==> src/rtl/z_mux_arbiter_if.sv <==
// z_mux_arbiter_if: request/done inputs and sel/grant outputs shared by the mux arbiter and its two requesters
interface z_mux_arbiter_if;
  logic req_a;
  logic req_b;
  logic done_a;
  logic done_b;
  logic sel;
  logic gnt_a;
  logic gnt_b;
  logic busy;
  modport master (input req_a, req_b, done_a, done_b, output sel, gnt_a, gnt_b, busy);
  modport slave (output req_a, req_b, done_a, done_b, input sel, gnt_a, gnt_b, busy);
endinterface

==> src/rtl/z_mux_arbiter.sv <==
// z_mux_arbiter: round-robin owner of the 2:1 mux select with a hold limit against starvation
// Define Z_MUX_ARB_TURNAROUND_EN to insert one dead TURN cycle on every A<->B handover.
module z_mux_arbiter #(
  parameter int MAX_HOLD = 4,
  parameter int CNT_W = 3
) (
  input logic clk,
  input logic reset_,
  z_mux_arbiter_if.master bus
);
  typedef enum logic [1:0] {
    IDLE,
    OWN_A,
    OWN_B
`ifdef Z_MUX_ARB_TURNAROUND_EN
    , TURN
`endif
  } state_t;
`ifdef Z_MUX_ARB_TURNAROUND_EN
  localparam state_t HAND_A = TURN;
  localparam state_t HAND_B = TURN;
`else
  localparam state_t HAND_A = OWN_A;
  localparam state_t HAND_B = OWN_B;
`endif
  localparam logic [CNT_W-1:0] CNT_MAX = CNT_W'(MAX_HOLD - 1);
  state_t state_q, state_d;
  logic [CNT_W-1:0] cnt_q, cnt_d;
  logic last_q, last_d;
  logic sel_q, sel_d, gnt_a_q, gnt_a_d, gnt_b_q, gnt_b_d, busy_q, busy_d;
  logic sat, rel_a, rel_b;
  always_ff @(posedge clk or negedge reset_) begin
    if (!reset_) begin
      state_q <= IDLE;
      cnt_q <= '0;
      last_q <= 1'b1;
      sel_q <= 1'b0;
      gnt_a_q <= 1'b0;
      gnt_b_q <= 1'b0;
      busy_q <= 1'b0;
    end else begin
      state_q <= state_d;
      cnt_q <= cnt_d;
      last_q <= last_d;
      sel_q <= sel_d;
      gnt_a_q <= gnt_a_d;
      gnt_b_q <= gnt_b_d;
      busy_q <= busy_d;
    end
  end
  // last_q: 0 = A owned last, 1 = B owned last
  always_comb begin
    state_d = state_q;
    cnt_d = cnt_q;
    last_d = last_q;
    sat = cnt_q == CNT_MAX;
    rel_a = bus.done_a || !bus.req_a || (sat && bus.req_b);
    rel_b = bus.done_b || !bus.req_b || (sat && bus.req_a);
    case (state_q)
      IDLE: state_d = (bus.req_a && (!bus.req_b || last_q)) ? OWN_A : bus.req_b ? OWN_B : IDLE;
      OWN_A: begin
        cnt_d = rel_a ? '0 : sat ? cnt_q : cnt_q + 1'b1;
        last_d = rel_a ? 1'b0 : last_q;
        state_d = !rel_a ? OWN_A : bus.req_b ? HAND_B : IDLE;
      end
      OWN_B: begin
        cnt_d = rel_b ? '0 : sat ? cnt_q : cnt_q + 1'b1;
        last_d = rel_b ? 1'b1 : last_q;
        state_d = !rel_b ? OWN_B : bus.req_a ? HAND_A : IDLE;
      end
`ifdef Z_MUX_ARB_TURNAROUND_EN
      TURN: state_d = last_q ? (bus.req_a ? OWN_A : IDLE) : (bus.req_b ? OWN_B : IDLE);
`endif
      default: state_d = IDLE;
    endcase
    gnt_a_d = state_d == OWN_A;
    gnt_b_d = state_d == OWN_B;
    sel_d = gnt_a_d ? 1'b0 : gnt_b_d ? 1'b1 : sel_q;
    busy_d = gnt_a_d | gnt_b_d;
  end
  assign bus.sel = sel_q;
  assign bus.gnt_a = gnt_a_q;
  assign bus.gnt_b = gnt_b_q;
  assign bus.busy = busy_q;
endmodule

==> src/flat_wrapper.sv <==
// flat-port wrapper written by rule: the top's interface ports become plain ports
module z_mux_arbiter_flat 
#(
  parameter int MAX_HOLD = 4,
  parameter int CNT_W = 3
)
  (clk, reset_, bus_req_a, bus_req_b, bus_done_a, bus_done_b, bus_sel, bus_gnt_a, bus_gnt_b, bus_busy);
  z_mux_arbiter_if bus_i ();
  input logic clk;
  input logic reset_;
  input wire logic [$bits(bus_i.req_a)-1:0] bus_req_a;
  input wire logic [$bits(bus_i.req_b)-1:0] bus_req_b;
  input wire logic [$bits(bus_i.done_a)-1:0] bus_done_a;
  input wire logic [$bits(bus_i.done_b)-1:0] bus_done_b;
  output wire logic [$bits(bus_i.sel)-1:0] bus_sel;
  output wire logic [$bits(bus_i.gnt_a)-1:0] bus_gnt_a;
  output wire logic [$bits(bus_i.gnt_b)-1:0] bus_gnt_b;
  output wire logic [$bits(bus_i.busy)-1:0] bus_busy;
  assign bus_i.req_a = bus_req_a;
  assign bus_i.req_b = bus_req_b;
  assign bus_i.done_a = bus_done_a;
  assign bus_i.done_b = bus_done_b;
  assign bus_sel = bus_i.sel;
  assign bus_gnt_a = bus_i.gnt_a;
  assign bus_gnt_b = bus_i.gnt_b;
  assign bus_busy = bus_i.busy;
  z_mux_arbiter #(.MAX_HOLD(MAX_HOLD), .CNT_W(CNT_W)) u_core (.clk(clk), .reset_(reset_), .bus(bus_i));
endmodule
==> config.mk <==
export PLATFORM = sky130hd
export DESIGN_NAME = z_mux_arbiter_flat
export DESIGN_NICKNAME = d
export VERILOG_FILES = /design/src/rtl/z_mux_arbiter_if.sv /design/src/rtl/z_mux_arbiter.sv /design/src/flat_wrapper.sv
export SDC_FILE = /design/constraint.sdc
export NUM_CORES = 1
export LEC_CHECK = 0
export ABC_AREA = 1
export CAP_MARGIN = 20
export CELL_PAD_IN_SITES_DETAIL_PLACEMENT = 0
export CELL_PAD_IN_SITES_GLOBAL_PLACEMENT = 2
export CORE_ASPECT_RATIO = 1.1
export CORE_MARGIN = 5
export CORE_UTILIZATION = 33
export CTS_BUF_LIST = sky130_fd_sc_hd__clkbuf_8 sky130_fd_sc_hd__clkbuf_16
export DETAILED_ROUTE_END_ITERATION = 6
export GPL_TIMING_DRIVEN = 0
export PLACE_DENSITY_LB_ADDON = 0.1
export SETUP_SLACK_MARGIN = 0.3
export SLEW_MARGIN = 20
export SYNTH_ARGS = -nofsm -noshare
export SYNTH_HDL_FRONTEND = slang
export SYNTH_SLANG_ARGS = --single-unit
==> constraint.sdc <==
create_clock -name clk -period 3.9 [get_ports clk]
set_input_delay 0.78 -clock clk [delete_from_list [all_inputs] [get_ports clk]]
set_output_delay 0.78 -clock clk [all_outputs]
set_load 0.02 [all_outputs]
# --- Word level (Yosys, flattened, before mapping) ---
# Index checks and enable logic that the tools add are counted.
word_totals:
  regBits: 10
  latch_bits: 0
  ram_bits: 0
  romBits: 0
  in_bits: 6
  mem_count: 0
classes:
  add_sub_neg: 1
  multipliers: 0
  n_div: 0
  order_cmp: 0
  n_eq_ne: 7
  n_shift: 0
  muxes: 15
  bitwise: 1
  n_reduce_logical: 14
op_table:
  columns: ["op", "count"]
  rows:
  - ["3-bit 2-to-1 mux", 3]
  - ["2-bit 2-to-1 mux", 4]
  - ["2-bit one-hot mux with 3 select lines", 1]
  - ["3-bit one-hot mux with 2 select lines", 1]
  - ["1-bit logical OR", 5]
  - ["1-bit 2-to-1 mux", 5]
  - ["2-bit by 1-bit == test with 1-bit output, second input constant", 2]
  - ["2-bit == test, second input constant", 2]
  - ["2-bit by 1-bit inequality test with 1-bit output, second input constant", 2]
  - ["2-bit nonzero test", 2]
  - ["3-bit by 1-bit adder with 3-bit output, second input constant", 1]
  - ["3-bit by 2-bit == test with 1-bit output, second input constant", 1]
  - ["1-bit logical AND", 3]
  - ["3-bit AND reduction", 1]
  - ["1-bit logical NOT", 2]
  - ["2-bit logical NOT", 1]
  - ["1-bit one-hot mux with 2 select lines", 1]
  - ["1-bit bitwise OR", 1]

# --- Longest topological paths before layout ---
depth:
  depth_word: 8
  mapped_depth: 10

# --- Worst setup path before layout ---
# Ideal clock, no wire load.
synth_path:
  path_kind: "input-to-reg"
  start: "in bus_req_a"
  end: "reg u_core.sel_q, in the netlist u_core.bus.sel"
  arrival_time_ns: 1.601
  t_required_ns: 3.774
  slack_ns: 2.173
  stages: 10
  path_cell_list: "inv_2 nor2_4 nand2_1 nand3_1 nand3_2 nand2_2 inv_2 ha_1 nand2_1 o21ai_0"
synth_between:
  elab_chain_cells: 7
  word_cells_on_any_way: 15
  cone_classes: "2 x eq/ne; 6 x mux; 7 x reduce/logical"
synth_lines:
  columns: ["item", "line_no", "source"]
  rows:
  - ["from (decl)", "flat_wrapper.sv:11", "input wire logic [$bits(bus_i.req_a)-1:0] bus_req_a;"]
  - ["1-bit logical NOT", "z_mux_arbiter.sv:57", "rel_a = bus.done_a || !bus.req_a || (sat && bus.req_b);"]
  - ["1-bit logical OR (2 in a row)", "z_mux_arbiter.sv:57", null]
  - ["2-bit 2-to-1 mux", "z_mux_arbiter.sv:64", "state_d = !rel_a ? OWN_A : bus.req_b ? HAND_B : IDLE;"]
  - ["2-bit one-hot mux with 3 select lines *", "z_mux_arbiter.sv:59", "case (state_q)"]
  - ["net u_core.state_d[1]", "z_mux_arbiter.sv:27", "state_t state_q, state_d;"]
  - ["2-bit by 1-bit == test with 1-bit output / 2-bit == test (equally long branches)", "z_mux_arbiter.sv:76, z_mux_arbiter.sv:77", null]
  - ["1-bit 2-to-1 mux / 2-bit nonzero test (equally long branches)", null, null]
  - ["to (signal assigned)", "z_mux_arbiter.sv:45", "sel_q <= sel_d;"]
  - ["to (decl)", "z_mux_arbiter.sv:30", "logic sel_q, sel_d, gnt_a_q, gnt_a_d, gnt_b_q, gnt_b_d, busy_q, busy_d;"]
# The timed path passes the listed nets; every way through them passes the cells marked *.
# A chain may end at the register's enable or synchronous reset.

# --- Worst setup path after layout ---
# Same ends and word-level chain as after synthesis.

==> results.md <==
- Post-cts gate resize count: 0
- Cell area reported after detailed placement: around 770 µm²
- Crit path kind: primary input to flip-flop
- Clock sink count: 10
- Global-route wire length before repair: 2170 µm
- Maximum buffer depth of the clock tree: 2
- Compound-cell area share of the yosys netlist: approximately 3.1%
- Number of nets with antenna violations after detailed routing: 0
- Vertical die dimension: approximately 56 µm
- Hold bufs inserted after CTS: 0
- Clock skew: 4.89 ps
- Final count of hold timing violations: 0
- Adder and majority gate portion of the synthesized area: between 10% and 20%
- Input/output buffers: 9
- Area share of the largest cell type after synthesis: a little over a third
- Placed Cells incl. Taps: 107
- Die X-Extent: approximately 52 µm
- Critical Path End Type: flip-flop
- Remaining routing DRC violations: 0
- Register bit total from synthesis: 10
- Initial antenna violation count: 0
- Crit share post-route: between 50 and 60%
- Total congestion overflow after global routing: 0
- Power after layout: a little under 0.6 mW
- Fill cells: 183
- Final non-filler cell total: 111
- TritonCTS buffer count: 3
- Simple-gate area share of the yosys netlist: about 33%
- Clock Latency Late Sink: roughly 230 ps
- Footprint of the flip-flops and latches: around 250 µm²
- Leading post-synthesis cells by cell area: dfrtp_1, ha_1, nand3_2
- Kind of start point of the critical path: primary input
- Initial Utilization: between 30% and 40%
- Syn_nets: 85
- Setup fix buffers added after clock tree synthesis: 0
- Net count of the finished layout: 99
- Number of max-cap violations: 0
- Clk slew on worst S/H paths: about 50 ps
- Detailed-router iteration count before antenna repair: 3
- Final TNS setup: 0 ps
- Data arrival time of the critical path: 2300 ps
- GRT Resource Usage Total: a little under a tenth
- Combined area of all synthesized cells: about 640 µm²
- Final WL: 1070 µm
- Yosys warning total: 0
- Slew margin rel.: about 70%
- Half-perimeter wire length of the detailed placement result: between 900 and 1000 µm
- Area growth, synth to finish: 26.3%
- Library cell occupying the most area in the post-synthesis netlist: dfrtp_1
- Maximum fanout count along the critical path: 4
- Worst EP required: 4020 ps
- Path category of the worst min-delay check: flip-flop to flip-flop
- Fraction of the core area covered by cells at the end of the flow: between 40 and 50%
- Standard-cell row count: 16
- Slew at the pin closest to its max-slew limit: about 440 ps
- Unrepaired setup endpoints after global routing: false
- Cells after Synth: 71
- Library cells used by synthesis: 18
- Syn avg cell area: 9.06 µm²
- Status: finished, final reports clean
- Full die area: ~2900 µm²
- Global placement routability congestion: roughly 0.74
- Final critical path time including I/O delays and setup: 2180 ps
- Xor and xnor area share after synthesis: ~1.4%
- Fin Hold WS: about 470 ps
- Area occupied by multi-input gates: 339 µm²
- Setup WS pre-CTS: 1460 ps
- Pwr per Cell Area: about 730 nW/µm²
- Vias in the first global route: 496
- CTS tree: done
- Top-level port count: 10
- First-iteration detailed-routing DRC count: 3
- Core area: around 1800 µm²
- Clk root buf: clkbuf_8
- Post-route setup slack: 1720 ps
- Vias after detailed routing: 449
- H-tree level count: 1
- Leakage dissipation: 0.410 nW
- Layout cells sized above 1: between 20 and 30%
- Setup-violating endpoint count in the final report: 0
- Maximum number of pins on one net before global-route repair: 11
- Post-synthesis mux area share: 0%
- Vias per cell: just over 4
- Number of max-slew violations in the final report: 0
- Dominant combinational cell family by area after synthesis: simple AND/OR/NAND/NOR gates
- Diodes inserted: 0
- Final instance area: ~810 µm²
- Portion of the post-synthesis area used by sequential elements: 39.1%
- Wirelength per Cell: 9.65 µm
- Fmax: approximately 460 MHz
- Worst-case vdd ir drop: 0.000393 V
-- cell families after synthesis --
group           count (synthesis)
compound gates                  4
xor+xnor                        1
fa+ha+maj                       8
buf+inv                        14
flops                          10
simple gates                   34
-- routing by layer --
layer	GRT usage (%)	vias to the layer above	share of wire, %
li1	-	245	-
met1	12.6	201	49
met2	14.2	3	48
met3	3.97	0	3.0
met4	2.25	0	0
met5	0	-	0
-- critical path, stage by stage --
cell and delay, ps:
clkdlybuf4s50_1 560, inv_2 70, nor2_4 110, nand2_1 60, nand3_1 80, nand3_2 70
nand2_2 90, inv_2 40, ha_1 290, nand2_1 70, o21ai_0 70
-- layout by cell type (no fill, tap or decap), drive strengths merged --
cell type	netlist	layout
a21oi	2	2
clkbuf	0	3
clkdlybuf4s50	0	9
dfrtp	9	9
dfstp	1	1
ha	8	8
inv	14	15
nand2	15	15
nand3	10	10
nand4	1	1
nor2	7	7
o21ai	2	2
or2	1	1
xor2	1	1
-- cell usage after synthesis, drive strengths merged --
library cell   n
dfrtp          9
nand3         10
nand2         15
o21ai          2
dfstp          1
or2            1
xor2           1
a21oi          2
inv           14
ha             8
nor2           7
nand4          1
-- registers in the layout, summed over array words and instances (netlist names) --
| signal | cells |
|---|---|
| u_core.cnt_q | 3 |
| u_core.bus.gnt_b | 1 |
| u_core.bus.gnt_a | 1 |
| u_core.bus.sel | 1 |
| u_core.last_q | 1 |
| u_core.state_q | 2 |
| u_core.bus.busy | 1 |
-- final timing paths --
path / from / slack [ps] / depth (start not counted) / to
max reg2reg: u_core.cnt_q[0] / 2250 / 10 / u_core.bus.sel
min reg2reg: u_core.last_q / 470 / 2 / u_core.last_q
max in group asynchronous: reset_ / 2700 / 1 / u_core.last_q
max: bus_req_a / 1720 / 11 / u_core.bus.sel
min in group asynchronous: reset_ / 860 / 1 / u_core.bus.gnt_b
min: u_core.last_q / 470 / 2 / u_core.last_q
-- power breakdown --
part | leakage, nW | total, mW | switching (mW) | internal [mW]
combinational | 0.258 | 0.318 | 0.183 | 0.135
sequential | 0.125 | 0.173 | 0.0218 | 0.151
clock | 0.0269 | 0.105 | 0.0366 | 0.0685
total | 0.410 | 0.597 | 0.242 | 0.355
-- area by class of cell --
type / count / share of cell area, %
Clock buffer: 3 / 5.08
Multi-Input combinational cell: 47 / 41.8
Clock inverter: 1 / 0.462
Sequential cell: 10 / 31.0
Timing Repair Buffer: 9 / 11.1
Tap cell: 27 / 4.16
Inverter: 14 / 6.47
Note: power is estimated with default switching activity, not from simulation.
==> variant, RTL diff (config.mk and constraints unchanged) <==
Build with the macro `Z_MUX_ARB_TURNAROUND_EN` defined.
--- a/src/rtl/z_mux_arbiter.sv
+++ b/src/rtl/z_mux_arbiter.sv
@@ -2,2 +2,4 @@
 // Define Z_MUX_ARB_TURNAROUND_EN to insert one dead TURN cycle on every A<->B handover.
+`define Z_MUX_ARB_TURNAROUND_EN
+
 module z_mux_arbiter #(
Function: changed (a bounded check fails within 4 cycles, from zero or initial values and one cycle with reset_ low).
==> variant against the original RTL <==
- worst setup slack lost 0.077 ns
- wire length grew 19%
- worst hold slack gained 0.024 ns
- sequential cell count unchanged
- first-iteration DRC count fell by 33%
- fmax fell by 3.4%
- area after synthesis is the same
- clock power grew 22%
- power up 7.4%
- critical path depth unchanged
- largest power group unchanged
- cell count rose by 5.4%
- utilization increased by 0.55 points
- cell area is 1.2% higher
- global-route usage is 1.2 points higher
==> variant: results (changes against the original RTL) <==
[grt]
grt.total_usage_pct=10.7  ; was 9.52%
grtUsageMet2_pct=16.5  ; was 14.2%
grt_pass1_vias=555  ; was 496
grt_pass1_wl_mm=2.35  ; was 2.17 mm
met1_usage_pct=13.0  ; was 12.6%
met3_usage_pct=4.23  ; was 3.97%

[route]
post_drt_wl_per_cell_um=10.9  ; was 9.65 µm
drt-initial-drc-count=2  ; was 3
num_vias=520  ; was 449
wl_met3_um=42  ; was 32 µm
met2WireLength_um=643  ; was 513 µm
first_pass_iters=4  ; was 3
wl_met1_um=567  ; was 525 µm
top_layer=met4  ; was met3

[placed_design]
place_congestion=0.715  ; was 0.736
dp_hpwl_mm=1.07  ; was 914 µm
dpl_worst_slack_ns=1.40  ; was 1.46 ns

[cells_and_area]
nets=105  ; was 99
drive_gt1_share_pct=21.1  ; was 27.4%

[power_and_ir_drop]
p_total_uw=641  ; was 597 µW
p_leak_nw=0.402  ; was 0.410 nW
p_sw_uw=263  ; was 242 µW

[yosys]
synthTopCellsByArea=dfrtp_1, ha_1, nand2_1  ; was dfrtp_1, ha_1, nand3_2
syn_nets=91  ; was 85

[worst_setup_path]
worstPathArrival_ns=2.37  ; was 2.30 ns
reg2regPathDepth=9  ; was 10

[outcome]
outcome=complete, no violations  ; unchanged

[variant: cell types whose count changed after synthesis, sizes merged]
| cell | unedited run | this run |
|---|---|---|
| nand3 | 10 | 9 |
| nor2 | 7 | 6 |
| nand2 | 15 | 21 |
| a21oi | 2 | 4 |
| nand4 | 1 | 0 |
| or2 | 1 | 0 |
| clkinv | 0 | 1 |
| inv | 14 | 11 |
| o21ai | 2 | 6 |
[variant: worst paths after layout]
kind / from / endpoint / slack [ns]
min: u_core.bus.sel / u_core.bus.sel / 0.49
max in group asynchronous: reset_ / u_core.last_q / 2.71
max: bus_req_b / u_core.bus.sel / 1.64
max reg2reg: u_core.cnt_q[0] / u_core.bus.sel / 2.15
min in group asynchronous: reset_ / u_core.bus.busy / 0.86
min reg2reg: u_core.bus.sel / u_core.bus.sel / 0.49
[variant: final cells by class]
class	count	area (µm²)
Clock buffer	4	55.1
Sequential cell	10	251
Tap cell	27	33.8
Inverter	12	45.0
Timing Repair Buffer	9	90.1
Multi-Input combinational cell	55	347
Fill cell	186	1000
[variant: worst min-delay path: stages, from the launching register on]
cell and delay [ns]:
dfrtp_1 0.34, nand2_1 0.05, o21ai_0 0.07
[variant: metrics by stage]
| step | instances | util [%] |
|---|---|---|
| 2_1_floorplan | 77 | - |
| 3_3_place_gp | 113 | 42.1 |
| 3_5_place_dp | 113 | 42.1 |
| 4_1_cts | 117 | 45.1 |
| 5_1_grt | 117 | 45.1 |
| 6_report | 117 | 45.1 |
[variant: cells by family after synthesis]
group	synth area share [%]
fa+ha+maj	15.6
xor+xnor	1.36
buf+inv	7.00
flops	39.1
compound gates	8.36
simple gates	28.6
